**src/rtl/bldc_pwm_bank.sv**
```systemverilog
`default_nettype none
// ============================================================================
// Module   : bldc_pwm_bank
// Purpose  : Multi-phase PWM generator for a BLDC power stage. One shared
//            period counter drives NUM_PHASES compare channels. Duty, high-Z
//            and enable are shadowed and take effect at period boundaries.
//            Each edge gets a dead band, and the high/low gates of a phase
//            are never active together. A latched fault shuts all outputs.
// Ports    : clock, reset      - clock, synchronous active-high reset
//            duty_cycle        - packed duty words, phase 0 in the LSBs
//            high_z            - per-phase float request (shadowed)
//            enable            - global output enable
//            fault/fault_clear - fault level input / latch release
//            pwm_high/pwm_low  - high-side / low-side gate drives
//            period_start      - one-cycle strobe aligned with count 0
//            faulted           - fault latch state
// Options  : PWM_CENTER_ALIGNED_EN - up/down triangle counter with
//            symmetric compare (default build: edge-aligned counter)
// Revision : 1.0 - initial release
// ============================================================================
module bldc_pwm_bank #(
    parameter int NUM_PHASES    = 3,
    parameter int DUTY_WIDTH    = 9,
    parameter int DUTY_STEP     = 2,
    parameter int COUNTER_WIDTH = 10,
    parameter int PERIOD        = 1022,
    parameter int DEAD_TIME     = 8
) (
    input  logic                             clock,
    input  logic                             reset,
    input  logic [NUM_PHASES*DUTY_WIDTH-1:0] duty_cycle,
    input  logic [NUM_PHASES-1:0]            high_z,
    input  logic                             enable,
    input  logic                             fault,
    input  logic                             fault_clear,
    output logic [NUM_PHASES-1:0]            pwm_high,
    output logic [NUM_PHASES-1:0]            pwm_low,
    output logic                             period_start,
    output logic                             faulted
);

    // Compare arithmetic is one bit wider than the counter so that
    // T + DEAD_TIME can never wrap.
    localparam int                    TW         = COUNTER_WIDTH + 1;
    localparam logic [TW-1:0]         c_dead     = TW'(DEAD_TIME);
    localparam logic [TW-1:0]         c_step     = TW'(DUTY_STEP);
    localparam logic [DUTY_WIDTH-1:0] c_duty_max = '1;

    // ------------------------------------------------------------------
    // Fault FSM
    // ------------------------------------------------------------------
    typedef enum logic [0:0] {
        ST_RUN   = 1'b0,
        ST_FAULT = 1'b1
    } state_t;

    state_t r_state;
    state_t w_state_nxt;

    always_ff @(posedge clock) begin
        if (reset) begin
            r_state <= ST_RUN;
        end else begin
            r_state <= w_state_nxt;
        end
    end

    // fault has priority over fault_clear.
    always_comb begin
        w_state_nxt = r_state;
        case (r_state)
            ST_RUN:   if (fault) w_state_nxt = ST_FAULT;
            ST_FAULT: if (fault_clear && !fault) w_state_nxt = ST_RUN;
            default:  w_state_nxt = ST_RUN;
        endcase
    end

    assign faulted = (r_state == ST_FAULT);

    // ------------------------------------------------------------------
    // Period counter
    // ------------------------------------------------------------------
    logic [COUNTER_WIDTH-1:0] r_cnt;
    logic                     w_boundary;
    logic                     w_ps_src;

`ifdef PWM_CENTER_ALIGNED_EN
    // Triangle 0 -> PERIOD/2-1 -> 0. Each turning point is held for one
    // extra cycle while the direction flips, keeping the period at PERIOD.
    localparam logic [COUNTER_WIDTH-1:0] c_half_last = COUNTER_WIDTH'(PERIOD/2 - 1);
    logic r_dir_up;

    always_ff @(posedge clock) begin
        if (reset) begin
            r_cnt    <= '0;
            r_dir_up <= 1'b1;
        end else if (r_dir_up) begin
            if (r_cnt == c_half_last) r_dir_up <= 1'b0;
            else                      r_cnt    <= r_cnt + 1'b1;
        end else begin
            if (r_cnt == '0) r_dir_up <= 1'b1;
            else             r_cnt    <= r_cnt - 1'b1;
        end
    end

    // The down->up turnaround at zero is both the capture point and the
    // period strobe source, so the high pulse straddles period_start.
    assign w_boundary = (r_cnt == '0) && !r_dir_up;
    assign w_ps_src   = w_boundary;
`else
    localparam logic [COUNTER_WIDTH-1:0] c_last   = COUNTER_WIDTH'(PERIOD - 1);
    localparam logic [TW-1:0]            c_period = TW'(PERIOD);

    always_ff @(posedge clock) begin
        if (reset) begin
            r_cnt <= '0;
        end else if (r_cnt == c_last) begin
            r_cnt <= '0;
        end else begin
            r_cnt <= r_cnt + 1'b1;
        end
    end

    assign w_boundary = (r_cnt == c_last);
    assign w_ps_src   = (r_cnt == '0);
`endif

    logic [TW-1:0] w_cnt_x;
    assign w_cnt_x = {1'b0, r_cnt};

    // ------------------------------------------------------------------
    // Shadow registers
    // ------------------------------------------------------------------
    logic [NUM_PHASES*DUTY_WIDTH-1:0] r_duty_sh;
    logic [NUM_PHASES-1:0]            r_hz_sh;
    logic                             r_armed;

    // armed drops immediately on fault or enable loss and can only be set
    // again at a boundary, so recovery always starts on a clean period.
    always_ff @(posedge clock) begin
        if (reset) begin
            r_duty_sh <= '0;
            r_hz_sh   <= '1;
            r_armed   <= 1'b0;
        end else begin
            if (w_boundary) begin
                r_duty_sh <= duty_cycle;
                r_hz_sh   <= high_z;
            end
            if ((r_state == ST_FAULT) || fault || !enable) begin
                r_armed <= 1'b0;
            end else if (w_boundary) begin
                r_armed <= 1'b1;
            end
        end
    end

    // Live enable and fault bypass the shadow for a next-cycle shutdown.
    logic w_run_ok;
    assign w_run_ok = (r_state == ST_RUN) && !fault && enable && r_armed;

    // ------------------------------------------------------------------
    // Per-phase compare
    // ------------------------------------------------------------------
    logic [NUM_PHASES-1:0] w_high_nxt;
    logic [NUM_PHASES-1:0] w_low_nxt;

    generate
        for (genvar i = 0; i < NUM_PHASES; i++) begin : g_phase
            logic [DUTY_WIDTH-1:0] w_duty;
            logic [TW-1:0]         w_t;
            logic                  w_hi_raw;
            logic                  w_lo_raw;
            logic                  w_hi;
            logic                  w_lo;
            logic                  w_gate;

            assign w_duty = r_duty_sh[i*DUTY_WIDTH +: DUTY_WIDTH];
            assign w_t    = TW'(w_duty) * c_step;

`ifdef PWM_CENTER_ALIGNED_EN
            logic [TW-1:0] w_c;
            assign w_c      = w_t >> 1;
            assign w_hi_raw = (w_cnt_x < w_c);
            assign w_lo_raw = (w_cnt_x >= w_c + c_dead);
`else
            // T <= DEAD_TIME leaves the high window empty: minimum-pulse
            // suppression falls out of the comparison itself.
            assign w_hi_raw = (w_cnt_x >= c_dead) && (w_cnt_x < w_t);
            assign w_lo_raw = (w_cnt_x >= w_t + c_dead) && (w_cnt_x < c_period);
`endif

            // Rail duties bypass the dead band entirely.
            assign w_hi = (w_duty == '0)         ? 1'b0 :
                          (w_duty == c_duty_max) ? 1'b1 : w_hi_raw;
            assign w_lo = (w_duty == '0)         ? 1'b1 :
                          (w_duty == c_duty_max) ? 1'b0 : w_lo_raw;

            assign w_gate        = w_run_ok && !r_hz_sh[i];
            assign w_high_nxt[i] = w_hi && w_gate;
            // Final shoot-through guard: low never coexists with high.
            assign w_low_nxt[i]  = w_lo && w_gate && !w_high_nxt[i];
        end
    endgenerate

    // ------------------------------------------------------------------
    // Registered outputs
    // ------------------------------------------------------------------
    always_ff @(posedge clock) begin
        if (reset) begin
            pwm_high     <= '0;
            pwm_low      <= '0;
            period_start <= 1'b0;
        end else begin
            pwm_high     <= w_high_nxt;
            pwm_low      <= w_low_nxt;
            period_start <= w_ps_src;
        end
    end

endmodule
`default_nettype wire

```
**config.mk**
```make
export PLATFORM = sky130hd
export DESIGN_NAME = bldc_pwm_bank
export DESIGN_NICKNAME = d
export VERILOG_FILES = /design/src/rtl/bldc_pwm_bank.sv
export SDC_FILE = /design/constraint.sdc
export NUM_CORES = 1
export LEC_CHECK = 0
export BUFFER_PORTS_ARGS = -buffer_cell sky130_fd_sc_hd__buf_2
export CORE_UTILIZATION = 53
export DETAILED_ROUTE_END_ITERATION = 10
export PLACE_DENSITY = 0.8
export SYNTH_ARGS = -nofsm -noshare
export SYNTH_HDL_FRONTEND = slang
export SYNTH_SLANG_ARGS = --single-unit
```
**constraint.sdc**
```tcl
create_clock -name clock -period 2.3 [get_ports clock]
set_clock_uncertainty 0.15 [all_clocks]
set_input_delay 0.115 -clock clock [delete_from_list [all_inputs] [get_ports clock]]
set_output_delay 0.115 -clock clock [all_outputs]
set_load 0.01 [all_outputs]
```
* Word level (Yosys, flattened, before mapping)
Index checks and enable logic that the tools add are counted.
** Storage, ports and cells
- Flip-flop bits (word level) :: 49
- Input bits :: 35
- Output and inout port bits :: 8
- Logic and storage cells :: 78
** Operators by class
- $add $sub $neg :: 4
- Order comparisons :: 8
- Equal/unequal tests :: 4
- Mux-type cells :: 15
- Bitwise operators :: 1
- Reductions and logical operators :: 38
** Operator list (number)
- $add A10 B4 Y11 const B :: 3
- $ge A10 B11 Y1 :: 3
- $lt A10 B10 Y1 :: 3
- $eq A9 B9 Y1 const B :: 3
- $logic_not A9 Y1 :: 3
- $logic_and A1 B1 Y1 :: 22
- $mux W1 :: 14
- $add A10 B1 Y10 const B :: 1
- $eq A10 B10 Y1 const B :: 1
- $ge A10 B4 Y1 const B :: 1
- $logic_not A10 Y1 :: 1
- $lt A10 B10 Y1 const B :: 1
- $logic_not A1 Y1 :: 8
- $reduce_or A2 Y1 :: 2
- $logic_or A1 B1 Y1 :: 2
- $pmux W1 S2 :: 1
- $not A1 Y1 :: 1

* Logic depth before layout (Yosys ltp)
Gate-level depths: netlist of run 1.
- Word-level depth :: 8
- Gate-level depth with buffers :: 11
- Gate-level depth less buffers :: 11

* Worst setup path after synthesis of run 1
No wires, ideal clock.
- Kind :: register -> register
- Start point :: register r_duty_sh[22]
- End point :: register pwm_low[2]
- Library setup time :: 0.122 ns
- Arrival :: 2.270 ns
- Data required time :: 2.028 ns
- Slack :: -0.242 ns
- Cell stages (with the launch flop) :: 10
- Buffers on the path :: 1
- Period minus slack after synthesis :: 2.542 ns
- Cell sequence :: dfxtp_1 -> clkbuf_1 -> nand3_1 -> nor3_1 -> xnor2_1 -> ha_1 -> and4_1 -> a221o_1 -> o211a_1 -> o311a_1
** On the way
- Word-level cells in the longest chain between the ends :: 7
- Elaborated cells between the ends (all ways) :: 15
- Classes of those cells :: add/sub (1); order compare (2); eq/ne (1); mux (4); reduce/logical (7)
** RTL lines
- from (decl) :: RTL line 134 : logic [NUM_PHASES*DUTY_WIDTH-1:0] r_duty_sh;
- from (signal assigned) :: RTL line 147 : r_duty_sh <= duty_cycle;
- $add A10 B4 Y11 or $lt A10 B10 Y1 (tied branches) :: RTL line 190, 189
- $ge A10 B11 Y1 or $logic_and A1 B1 Y1 (tied branches) :: RTL line 190, 189
- $logic_and A1 B1 Y1 or $mux W1 (tied branches) :: RTL line 190, 195
- $mux W1, on equally long branches :: RTL line 197, 194
- $mux W1 or $logic_and A1 B1 Y1 (tied branches) :: RTL line 196, 200
- $logic_and A1 B1 Y1 or $logic_not A1 Y1 (tied branches) :: RTL line 202 : assign w_low_nxt[i] = w_lo && w_gate && !w_high_nxt[i];
- $logic_and A1 B1 Y1 * :: RTL line 202
- to (signal assigned) :: RTL line 216 : pwm_low <= w_low_nxt;
- to (decl) :: RTL line 37 : output logic [NUM_PHASES-1:0] pwm_low,
Mark *: on every way between the ends. The rest lies on a longest branch, timed or not.
A chain may end at the register's enable or synchronous reset.

* Final worst setup path of run 1
- Start point :: register r_duty_sh[11]
- End point :: register pwm_low[1]
The elaborated chain is that of the path after synthesis.

==> impl_summary.md, run 1 <==
Logic synthesis
The main flop type after synthesis is dfxtp_1. In the post-synthesis netlist, the biggest area contributors are dfxtp_1 29%, ha_1 21%, nand2_1 8.2%, a21oi_1 6.5%, xnor2_1 4.4%. The number of nets produced by synthesis is 518. The share of the Yosys chip area taken by registers is 29.0%. The most instantiated library cell after synthesis is nand2_1. In the synthesized netlist, the number of instances is 426. For this run, asynchronously set or reset flops after synthesis account for 0%. The number of distinct library cells after synthesis is 38. The commonest cells after synthesis are 74 x nand2_1, 57 x ha_1, 49 x dfxtp_1. The synthesized netlist devotes between 20 and 25% of its cell area to simple gates.

The number of synthesized flops with an enable pin is 0. Multiplexer cells account for 0% of the synthesized area. The adder and majority cell fraction of the synthesized area is 21.1%.

The dominant combinational cell family by area after synthesis is simple AND/OR/NAND/NOR gates. The top cell type's share of synthesized area is 29.0%. Summing the areas of all compound-gate instances in the mapped netlist gives 13.6% of the synthesized area. In this run the cell area of the synthesized design comes to 3380 µm².

Of the total synthesized cell area, the portion taken by XOR and XNOR cells is 5.95%. The number of register bits inferred by synthesis is 49. The number of warnings reported in the yosys synthesis log is 0. A synthesized cell averages between 7 and 8 µm². Summed over all instances, the cell type with the most area after synthesis is dfxtp_1.

Pwr
The peak ir drop on the vdd network is 0.000339 V. The power share of the clock group is 34.4%. Of the total power, the share spent switching nets is 25.3%.

Combinational logic burns about a tenth of the power. The power dissipated by switching net loads is 0.000389 W. Sequential cells burn 55.3% of the power. The cell area power density is 326 nW/µm². The total power consumption of the routed design is around 0.0015 W. The internal portion of the total power is approximately 0.0012 W. The static leakage power is roughly 2.1 nW.

STA
Final hold analysis gives a worst-case slack of 0.0835 ns. The total count of max-transition violations in the final report was 0. The total count of hold-check failures in the final report is 0. The final critical-path setup slack is -0.223 ns.

At the pin with the least slew margin, the transition time is 0.535 ns. In this run the tightest slew margin relative to its limit is 64.3%. Setup repair after global routing could not meet its margin everywhere.

Setup violations remaining at the end of the flow were counted as 3. The final worst-path cycle share is 110%. For the finished layout, the period the worst path requires is 2.52 ns. The highest achievable clock rate is a little under 0.4 GHz.

Route
The vias after detailed routing is 3,618. The total routed wirelength is around 10,000 µm. The first routing iteration left 301 violations. In this run the remaining antenna-violating nets after routing total 0. After detailed routing, the number of remaining DRC violations is 0. Dividing the detail-routed wire length by the instance count gives 16.6 µm. The average via count per standard cell is 5.75.

The pre-antenna-repair detailed-routing pass consisted of 5 iterations.

Global routing
Entering global routing, the biggest net connects 32 pins. The first global-routing pass estimated ~16,000 µm of wire. The total global routing track utilization is 31.2%. The number of global-route vias before repair is 3,595. The number of antenna violations at the first check in global routing came to 0. After global routing the overflow that remains totals 0.

Setup path
The maximum cell stage delay along the critical path is 0.40 ns. The type of the worst setup path is flip-flop to flip-flop. Of all nets on the critical path, the largest fanout is 5.

At the worst endpoint, the arrival time is 2.58 ns. The signal on the critical path passes through nand3_1 > xnor2_1 > ha_1 > a21o_1 > a221o_1 > a221o_1 > a21oi_2 > nor4_2 > o21a_1. The most numerous cell type found on the critical path is a221o_1. The worst setup path is captured at a flip-flop.

The startpoint class of the critical path is a flip-flop. The required time at the worst-slack endpoint is 2.36 ns. The library cell contributing the largest single delay on the critical path is dfxtp_4.

Clock tree
At the later pin of the worst-skew pair, clock insertion delay measures 0.31 ns. CTS saw 49 sinks. The number of levels the H-tree was split into is 2. The clock-pin transition on the worst setup and hold timing paths is 0.09 ns. The clock tree from TritonCTS is done. TritonCTS created 5 clock buffers. The worst-case clock buffer depth is 2.

CTS placed an instance of clkbuf_8 at the clock tree root.

Floorplan
The die is a little over 80 µm wide. The overall die area is approximately 6700 µm². The core region is 6030 µm².

In this run the core area contains 28 standard-cell rows. The count of boundary I/O pins is 43. The vertical extent of the die is 81.9 µm. The initial cell density of the core is a little under three fifths.

Run status
The final reports fail on negative setup slack. The run finished, with violations left.

Placement
At the end of routability-driven placement, the weighted congestion stood at 0.898. The count of buffers added on input and output ports is 42. The HPWL after detailed placement is about 6800 µm. The total placed cells including tap cells is 583. The worst-case setup slack after placement is -0.175 ns.

The post-detailed-placement cell area is just over 4000 µm².

Layout
The fraction of final layout cells with drive strength greater than 1 is 28.2%. Relative to the synthesized area, the layout overhead comes to 39.6%. Fill cells in the final layout number 365.

The multi-input combinational cell area is 2400 µm². The antenna cell count is 0. The final instance area is 4730 µm².

The footprint of the flip-flops and latches is 1020 µm². The count of cells in the finished layout, fillers not included, comes to 629. The net count reported at finish is roughly 650.

Job
The number of max-cap violations is 0.

Hold path
The path class of the tightest hold or removal check is input port to flip-flop.
[routing by layer]
metal | up-vias | wire length [µm] | GRT usage [%] | share of wire, %
met5 | - | 0 | 0 | 0
met4 | 0 | 473 | 16.7 | 4.5
met3 | 55 | 531 | 5.44 | 5.1
met2 | 154 | 5350 | 56.0 | 51
met1 | 1677 | 4090 | 34.7 | 39
li1 | 1732 | - | - | -
[power by group through the flow]
stage	sequential, W	clock [W]	combinational (W)
5_1_grt	0.000852	0.000573	0.000171
2_1_floorplan	0.000877	0	0.0000475
4_1_cts	0.000852	0.000535	0.000152
6_report	0.000852	0.000530	0.000159
3_3_place_gp	0.000873	0	0.000104
3_5_place_dp	0.000873	0	0.000108
[layout make-up]
type	instances	area share [%]
clock buffer	5	1.46
clock inverter	3	0.450
inverter	35	2.78
multi-input combinational	328	50.7
sequential	49	21.5
tap	75	1.99
timing repair buffer	134	21.1
[registers in the layout, summed over array words and instances (netlist names)]
register	cells
faulted	1
pwm_low	3
r_duty_sh	27
r_hz_sh	3
period_start	1
pwm_high	3
r_cnt	10
r_armed	1
[worst max-delay path: cells and delay by family, from the launching register on]
kind | cells | cell delay [ns]
simple gates | 2 | 0.17
flops | 1 | 0.40
compound gates | 5 | 1.22
fa+ha+maj | 1 | 0.29
xor+xnor | 1 | 0.21
[cell usage in the layout, fill, tap and decap left out, types with 2 or more instances in the layout]
| cell type | synthesis | routed |
|---|---|---|
| nor3b_1 | 2 | 2 |
| dfxtp_1 | 49 | 37 |
| o211ai_1 | 3 | 3 |
| nor2b_1 | 3 | 3 |
| ha_1 | 57 | 51 |
| o211a_1 | 2 | 2 |
| a21oi_2 | 0 | 3 |
| inv_2 | 0 | 8 |
| clkbuf_8 | 0 | 5 |
| nor2_1 | 28 | 27 |
| a21o_1 | 6 | 6 |
| o21ai_0 | 6 | 5 |
| a21oi_1 | 44 | 41 |
| dfxtp_4 | 0 | 8 |
| nor4_1 | 6 | 5 |
| xnor2_1 | 17 | 13 |
| nand4_1 | 9 | 9 |
| and4b_1 | 2 | 2 |
| o311a_1 | 2 | 2 |
| a221o_1 | 5 | 5 |
| a2111oi_2 | 0 | 2 |
| nand2b_1 | 2 | 2 |
| and4_1 | 4 | 4 |
| nand2_1 | 74 | 72 |
| buf_4 | 3 | 58 |
| nand3_1 | 18 | 16 |
| buf_2 | 3 | 42 |
| dfxtp_2 | 0 | 4 |
| ha_4 | 0 | 6 |
| dlygate4sd3_1 | 0 | 32 |
| xor2_1 | 6 | 6 |
| and3_1 | 7 | 6 |
| and2_1 | 3 | 2 |
| xnor2_2 | 0 | 4 |
| nand3b_1 | 4 | 4 |
| inv_1 | 35 | 27 |
| nor3_1 | 8 | 7 |
[per-stage QoR]
step	TNS (ns)	util [%]
global placement	-0.263	68.5
global route	-0.790	78.4
floorplan	-0.0510	-
CTS	-0.351	77.1
detailed placement	-0.524	68.5
finish	-0.408	78.4
[final timing paths]
check | start | end | slack [ns] | depth (start not counted)
hold / removal | enable | r_armed$_SDFFE_PP0P_ | 0.08 | 3
setup / recovery | r_duty_sh[11]$_SDFFE_PP0P_ | pwm_low[1]$_SDFF_PP0_ | -0.22 | 9
setup reg to reg | r_duty_sh[11]$_SDFFE_PP0P_ | pwm_low[1]$_SDFF_PP0_ | -0.22 | 9
hold reg to reg | r_duty_sh[17]$_SDFFE_PP0P_ | r_duty_sh[17]$_SDFFE_PP0P_ | 0.34 | 2
[what timing repair did]
action / 4_1_cts / 5_1_grt
pin swaps: 14 / 6
setup buffers: 4 / 2
hold endpoints to repair: 32 / 0
hold buffers: 32 / 0
setup endpoints to repair: 4 / 5
resized for setup: 17 / 14
[kinds of logic after synthesis]
| logic type | Yosys count |
|---|---|
| xor gates and xnor gates | 23 |
| adders and majority gates | 57 |
| and+or+nand+nor | 174 |
| buffers and inverters | 49 |
| DFF | 49 |
| AOI/OAI and AO/OA | 74 |
No activity file was read; power rests on OpenSTA's default activity.
==> inputs of run 2 (changes only) <==
Settings changed: CORE_MARGIN set to 1.5.
==> impl_summary.md, run 2 (synthesis results as in run 1) <==
Run status
The run finished, with violations left. The checks that failed: negative setup slack.

Floorplan
The floorplan step defined a die boundary enclosing 6870 µm². The core area is between 6000 and 7000 µm². The die is 82.9 µm wide. The initial cell density of the core is 56.2%. The number of cell rows is 28. The count of boundary I/O pins is 43.

In this run the vertical extent of the chip is 82.9 µm.

Pwr
The peak ir drop on the vdd network is 0.000325 V. The total power consumption of the routed design is 0.00165 W. For this design the ratio of total power to cell area is 348 nW/µm².

Summed over all cells, the static leakage comes to 2.12 nW. The switching portion of total power is approximately a quarter. Of the total power, combinational logic draws 10.0%. Registers are responsible for between 50% and 60% of the overall power.

The clock network accounts for 38.4% of the total power. The internal portion of the total power is 0.00126 W. For this design the total switching power over the nets is 0.000390 W.

Route
The number of optimization iterations in the first detailed-route pass is 6. For this block, the initial DRC count from the detailed router was 362. The residual DRC count is 0. The average via count per standard cell is 5.92. The detail route stage leaves a number of antenna-violating nets equal to 0. Dividing the detail-routed wire length by the instance count gives 17.1 µm.

Wires add up to 10,800 µm. The vias after detailed routing is ~3,700.

Clock tree
Clock tree synthesis inserted a total of 5 buffers. For this design, the sink count on the clock tree is 49. After clock tree synthesis, the clock-pin slew on the worst setup and hold paths is 0.10 ns. TritonCTS built the clock tree. The clock tree root driver cell is clkbuf_8. The worst-case clock buffer depth is 2.

The H-tree was split into 2 levels. For the worst-skew pair, the clock arrives at the later sink with an insertion delay of roughly 0.31 ns.

Hold path
The start point of the worst min-delay path is enable. The worst hold path terminates at r_armed$_SDFFE_PP0P_. The min-delay analysis places its worst path in the category input port to flip-flop. Along the worst hold path, the cell count comes to 3.

Layout
The register with the most flip-flops in the layout has 27 of them. The area growth from synthesis to layout is 40.4%. The non-filler instance count after layout is between 600 and 700. The top cell types in the final layout, fill and taps aside, are 72 x nand2_1, 62 x buf_4, 52 x ha_1. The post-route netlist has between 20% and 30% of its cells at a drive strength greater than 1. The leading cell type in the layout, fill and taps excluded is nand2_1. The top register by number of flip-flops is r_duty_sh. After routing the design area is roughly 4800 µm².

In the final design database the tool counted 649 nets. The repair_antennas step left the layout with diodes totalling 0. In the final layout, the registers with the most flip-flops are r_duty_sh (27), r_cnt (10).

STA
The total count of max-transition violations in the final report is 0. Setup violations remaining at the end of the flow were counted as 3. The final critical-path required period is 2.50 ns. Across all setup checks in the final design, the least slack found is -0.199 ns. In this run the tightest slew margin relative to its limit is 63.6%. At the pin with the least slew margin, the transition time is 0.546 ns.

The highest achievable clock rate is 0.400 GHz. Setup repair after global routing could not meet its margin everywhere. The total count of hold-check failures in the final report is 0. Setup total negative slack on the finished layout was measured at -0.402 ns.

Of the available clock period, the critical path in the final layout requires 109%.

Placement
The detailed placement HPWL is 6790 µm. The count of buffers from port buffering is 42. At the placement stage, the worst setup path has a slack of -0.203 ns. The total placed cells including tap cells is 586. Routability-driven placement finished with a final weighted congestion of 0.923. The placed instances occupy a cell area of ~4200 µm².

Global routing
The first-pass GRT wire length is 17,600 µm. The total overflow reported by the global router is 0. The total global routing track utilization is between 30 and 40%. The pin count of the biggest net entering global routing is 31. The number of global-route vias before repair was 3,921. The number of antenna violations at the first check in global routing was 0.

Setup path
For flop-to-flop paths, the worst setup slack is -0.20 ns. The worst setup path is of the flip-flop to flip-flop kind. For the worst setup path, the data arrival time is 2.56 ns.

The startpoint class of the critical path is a flip-flop. The worst register-to-register path ends at pwm_low[0]$_SDFF_PP0_. STA classifies the critical path endpoint as a flip-flop. The required time at the worst-slack endpoint is 2.37 ns. The worst reg2reg path startpoint is r_duty_sh[3]$_SDFFE_PP0P_. Along the worst path, the maximum fanout reaches 4. The depth of the most critical reg-to-reg path is 10.

Job
Max-cap violations in this run came to 0.
==> run 2: cell count changes in the layout (fill, tap and decap cells not counted), sizes merged <==
cell,change
buf,+4
bufinv,+1
clkinvlp,-1
==> run 2: worst max-delay path by stage <==
stage	start	end	slack [ns]	depth (start not counted)
final	r_duty_sh[3]$_SDFFE_PP0P_	pwm_low[0]$_SDFF_PP0_	-0.20	10
after global routing	r_duty_sh[3]$_SDFFE_PP0P_	pwm_low[0]$_SDFF_PP0_	-0.25	10
after CTS	r_duty_sh[3]$_SDFFE_PP0P_	pwm_low[0]$_SDFF_PP0_	-0.14	10
after detailed placement	r_duty_sh[11]$_SDFFE_PP0P_	pwm_low[1]$_SDFF_PP0_	-0.20	10
after global placement	r_duty_sh[11]$_SDFFE_PP0P_	pwm_low[1]$_SDFF_PP0_	-0.19	10
after floorplan	r_duty_sh[2]$_SDFFE_PP0P_	pwm_low[0]$_SDFF_PP0_	-0.04	10
==> run 2: stage by stage <==
stage | utilization (%) | hold slack [ns]
floorplan | - | 0.0824
global placement | 68.9 | 0.178
detailed placement | 68.9 | 0.182
CTS | 77.9 | 0.0394
global route | 78.9 | 0.0660
finish | 78.9 | 0.0573
==> run 2: area by class of cell <==
| class | instances | area (µm²) |
|---|---|---|
| clock buffer | 5 | 68.8 |
| clock inverter | 3 | 43.8 |
| fill | 378 | 1270 |
| inverter | 35 | 131 |
| multi-input combinational | 328 | 2370 |
| sequential | 49 | 1020 |
| tap | 75 | 93.8 |
| timing repair buffer | 138 | 1030 |
==> run 2: repair_timing <==
| action | 4_1_cts | 5_1_grt |
|---|---|---|
| setup endpoints to repair | 5 | 6 |
| hold buffers | 32 | 0 |
| setup buffers | 6 | 1 |
| pin swaps | 10 | 7 |
| resized for setup | 15 | 13 |
| hold endpoints to repair | 32 | 0 |
==> run 2: routing by layer <==
layer	up-vias	share of wire, %	global-route usage, %
met3	61	5.6	4.08
met1	1754	38	35.5
met2	189	51	56.6
met4	0	5.0	16.1
li1	1745	-	-
met5	-	0	0
==> run 2: power groups by stage <==
stage          Combinational [W]  Sequential (W)  Clock, W
5_1_grt                 0.000177        0.000854  0.000670
2_1_floorplan          0.0000475        0.000877         0
3_3_place_gp            0.000107        0.000872         0
3_5_place_dp            0.000110        0.000873         0
4_1_cts                 0.000154        0.000852  0.000637
6_report                0.000166        0.000853  0.000636
==> run 2: worst max-delay path, stage by stage (launching register included) <==
cell and delay, ns:
dfxtp_4 0.39, ha_4 0.16, nand2_4 0.05, xnor2_2 0.17, ha_1 0.27, and3_4 0.18, a221o_1 0.29, a221o_1 0.34
a21oi_2 0.15, nor3_1 0.06, o211a_1 0.20
==> inputs of run 3 (changes only) <==
Settings changed: MAX_ROUTING_LAYER set to met4.
==> impl_summary.md, run 3 (synthesis results as in run 1) <==
Run status
The flow ran to the end, but the final reports show violations. The checks that failed: negative setup slack.

Placement
The global placer's final weighted congestion is 0.889. Once placement finished, the instance area stood at 4150 µm². Detailed placement finished with a half-perimeter wire length of 6890 µm. Including well taps, the total number of placed cells is 585. The count of buffers from port buffering is 42. The worst-case setup slack after placement is -0.163 ns.

Pwr
The total power consumption of the routed design is around 0.0015 W. The peak ir drop on the vdd network is around 0.00028 V. The static leakage power is 2.08 nW. In this run the power density over the cells is 324 nW/µm².

Clock tree
Clock-pin slew was measured on the worst setup and hold paths at 0.09 ns. In this run the number of H-tree levels came out at 2. The TritonCTS buffer count is 5. TritonCTS built the clock tree. For the worst-skew pair, the clock arrives at the later sink with an insertion delay of 0.30 ns. The clock net sink count is 49. The clock tree root driver cell is clkbuf_8.

Counting along the longest clock path gives a buffer depth of 2.

Route
The number of DRC violations after detailed-routing iteration 0 is 200. The detail route stage leaves a number of antenna-violating nets equal to 0. The first detailed-routing pass ran for 4 iterations. The average via count per standard cell is 5.75. The average routed wire per standard cell is 16.1 µm. Wires add up to 10,100 µm. The residual DRC count is 0. The vias after detailed routing is around 3,600.

STA
The worst slack on hold paths is approximately 0.097 ns. For the pin with the worst max-slew slack, the measured transition is slightly below 0.5 ns. The total count of max-transition violations in the final report is 0. For this run, the top clock speed supported by timing is 0.399 GHz.

The number of setup violations in the final report is 3. Setup slack on the critical path of the routed design comes to -0.204 ns. Headroom to the max-slew limit came out at 67.8%. The total count of hold-check failures in the final report is 0. Setup repair after global routing could not meet its margin everywhere.

The final worst-path cycle share is 109%. Counting I/O delays and the setup requirement, the final critical path takes about 2.5 ns.

Floorplan
The initial cell density of the core is 56.2%. The number of cell rows is 28. The vertical extent of the die is just over 80 µm. The core area is 6030 µm². The die covers 6870 µm². The die width is 82.9 µm. 43 I/O pins were placed.

Layout
The area growth from synthesis to layout is 40.0%. The flip-flop count of the largest register, all copies and words added is 27. Of the cells placed in the final design, the portion with a size suffix greater than 1 is 28.7%. The leading cell type in the layout, fill and taps excluded is nand2_1. The non-filler instance count after layout is 632. The top register by number of flip-flops is r_duty_sh.

The filler cells instantiated in the layout total 372. The final instance area is 4740 µm². For this run, the post-layout net count is roughly 650. In the final layout, the registers with the most flip-flops are r_duty_sh (27), r_cnt (10). 0 antenna diodes ended up in the layout. The library cells used most frequently in the layout, excluding fill and tap cells, are 71 x nand2_1, 62 x buf_4, 51 x ha_1.

Setup path
The type of the worst setup path is flip-flop to flip-flop. At the worst endpoint, the arrival time is 2.55 ns. The maximum fanout along the worst path is 4. The element type at the critical path end is a flip-flop. For the worst setup path, the data required time is 2.34 ns. The startpoint class of the critical path is a flip-flop.

Global routing
Global routing consumed, over all layers together, 30.7% of the routing resources. The number of antenna violations at the first check in global routing was 0. The first-pass GRT wire length is 17,000 µm.

Entering global routing, the biggest net connects 28 pins. The number of global-route vias before repair is roughly 3,800. The total overflow reported by the global router is 0.

Hold path
The class of the tightest hold or removal check is input port to flip-flop.

Job
Across the run, the number of max-cap violations was 0.
## run 3: worst paths after layout
path                              start                          to  slack [ns]  depth (start not counted)
max           r_duty_sh[3]$_SDFFE_PP0P_       pwm_low[0]$_SDFF_PP0_       -0.20                         10
min                               reset      pwm_high[1]$_SDFF_PP0_         0.1                          2
max reg2reg   r_duty_sh[3]$_SDFFE_PP0P_       pwm_low[0]$_SDFF_PP0_       -0.20                         10
min reg2reg  r_duty_sh[17]$_SDFFE_PP0P_  r_duty_sh[17]$_SDFFE_PP0P_        0.35                          2
## run 3: critical path, stage by stage, from the launching register on
cell and delay [ns]:
dfxtp_4 0.39, ha_4 0.15, nand2_2 0.06, xnor2_2 0.13
ha_1 0.29, and3_4 0.18, a221o_1 0.29, a221o_1 0.33
a21oi_2 0.15, nor3_1 0.06, o211a_1 0.21
## run 3: routing by layer
metal | GRT usage (%) | share of wire [%]
met1 | 32.8 | 39
met2 | 55.6 | 52
met3 | 4.77 | 5.6
met5 | - | 0
met4 | 14.2 | 3.8
## run 3: timing repair
| item | 4_1_cts | 5_1_grt |
|---|---|---|
| endpoints found under the setup margin | 4 | 24 |
| setup buffers | 4 | 3 |
| hold endpoints to repair | 32 | 0 |
| pin swaps | 7 | 8 |
| gates resized for setup | 15 | 16 |
| hold buffers | 32 | 0 |
## run 3: layout make-up
cell class              count  area [µm²]  share of cell area (%)
flip-flops and latches     49        1020                    21.6
well taps                  75        93.8                    1.98
clock inverters             2        12.5                   0.264
multi-input cells         328        2380                    50.2
repair buffers            137        1020                    21.4
clock buffers               6        82.6                    1.74
inverters                  35         131                    2.77
## run 3: report_power, final
part           switching [W]  total, W  internal, W
Sequential        0.00000736  0.000852     0.000844
Combinational      0.0000659  0.000154    0.0000880
Clock               0.000285  0.000529     0.000244
## run 3: through the flow
step           TNS, ns  util (%)
2_1_floorplan  -0.0510         -
3_3_place_gp    -0.262      68.8
3_5_place_dp    -0.525      68.8
4_1_cts         -0.313      77.3
5_1_grt         -0.558      78.6
6_report        -0.378      78.6
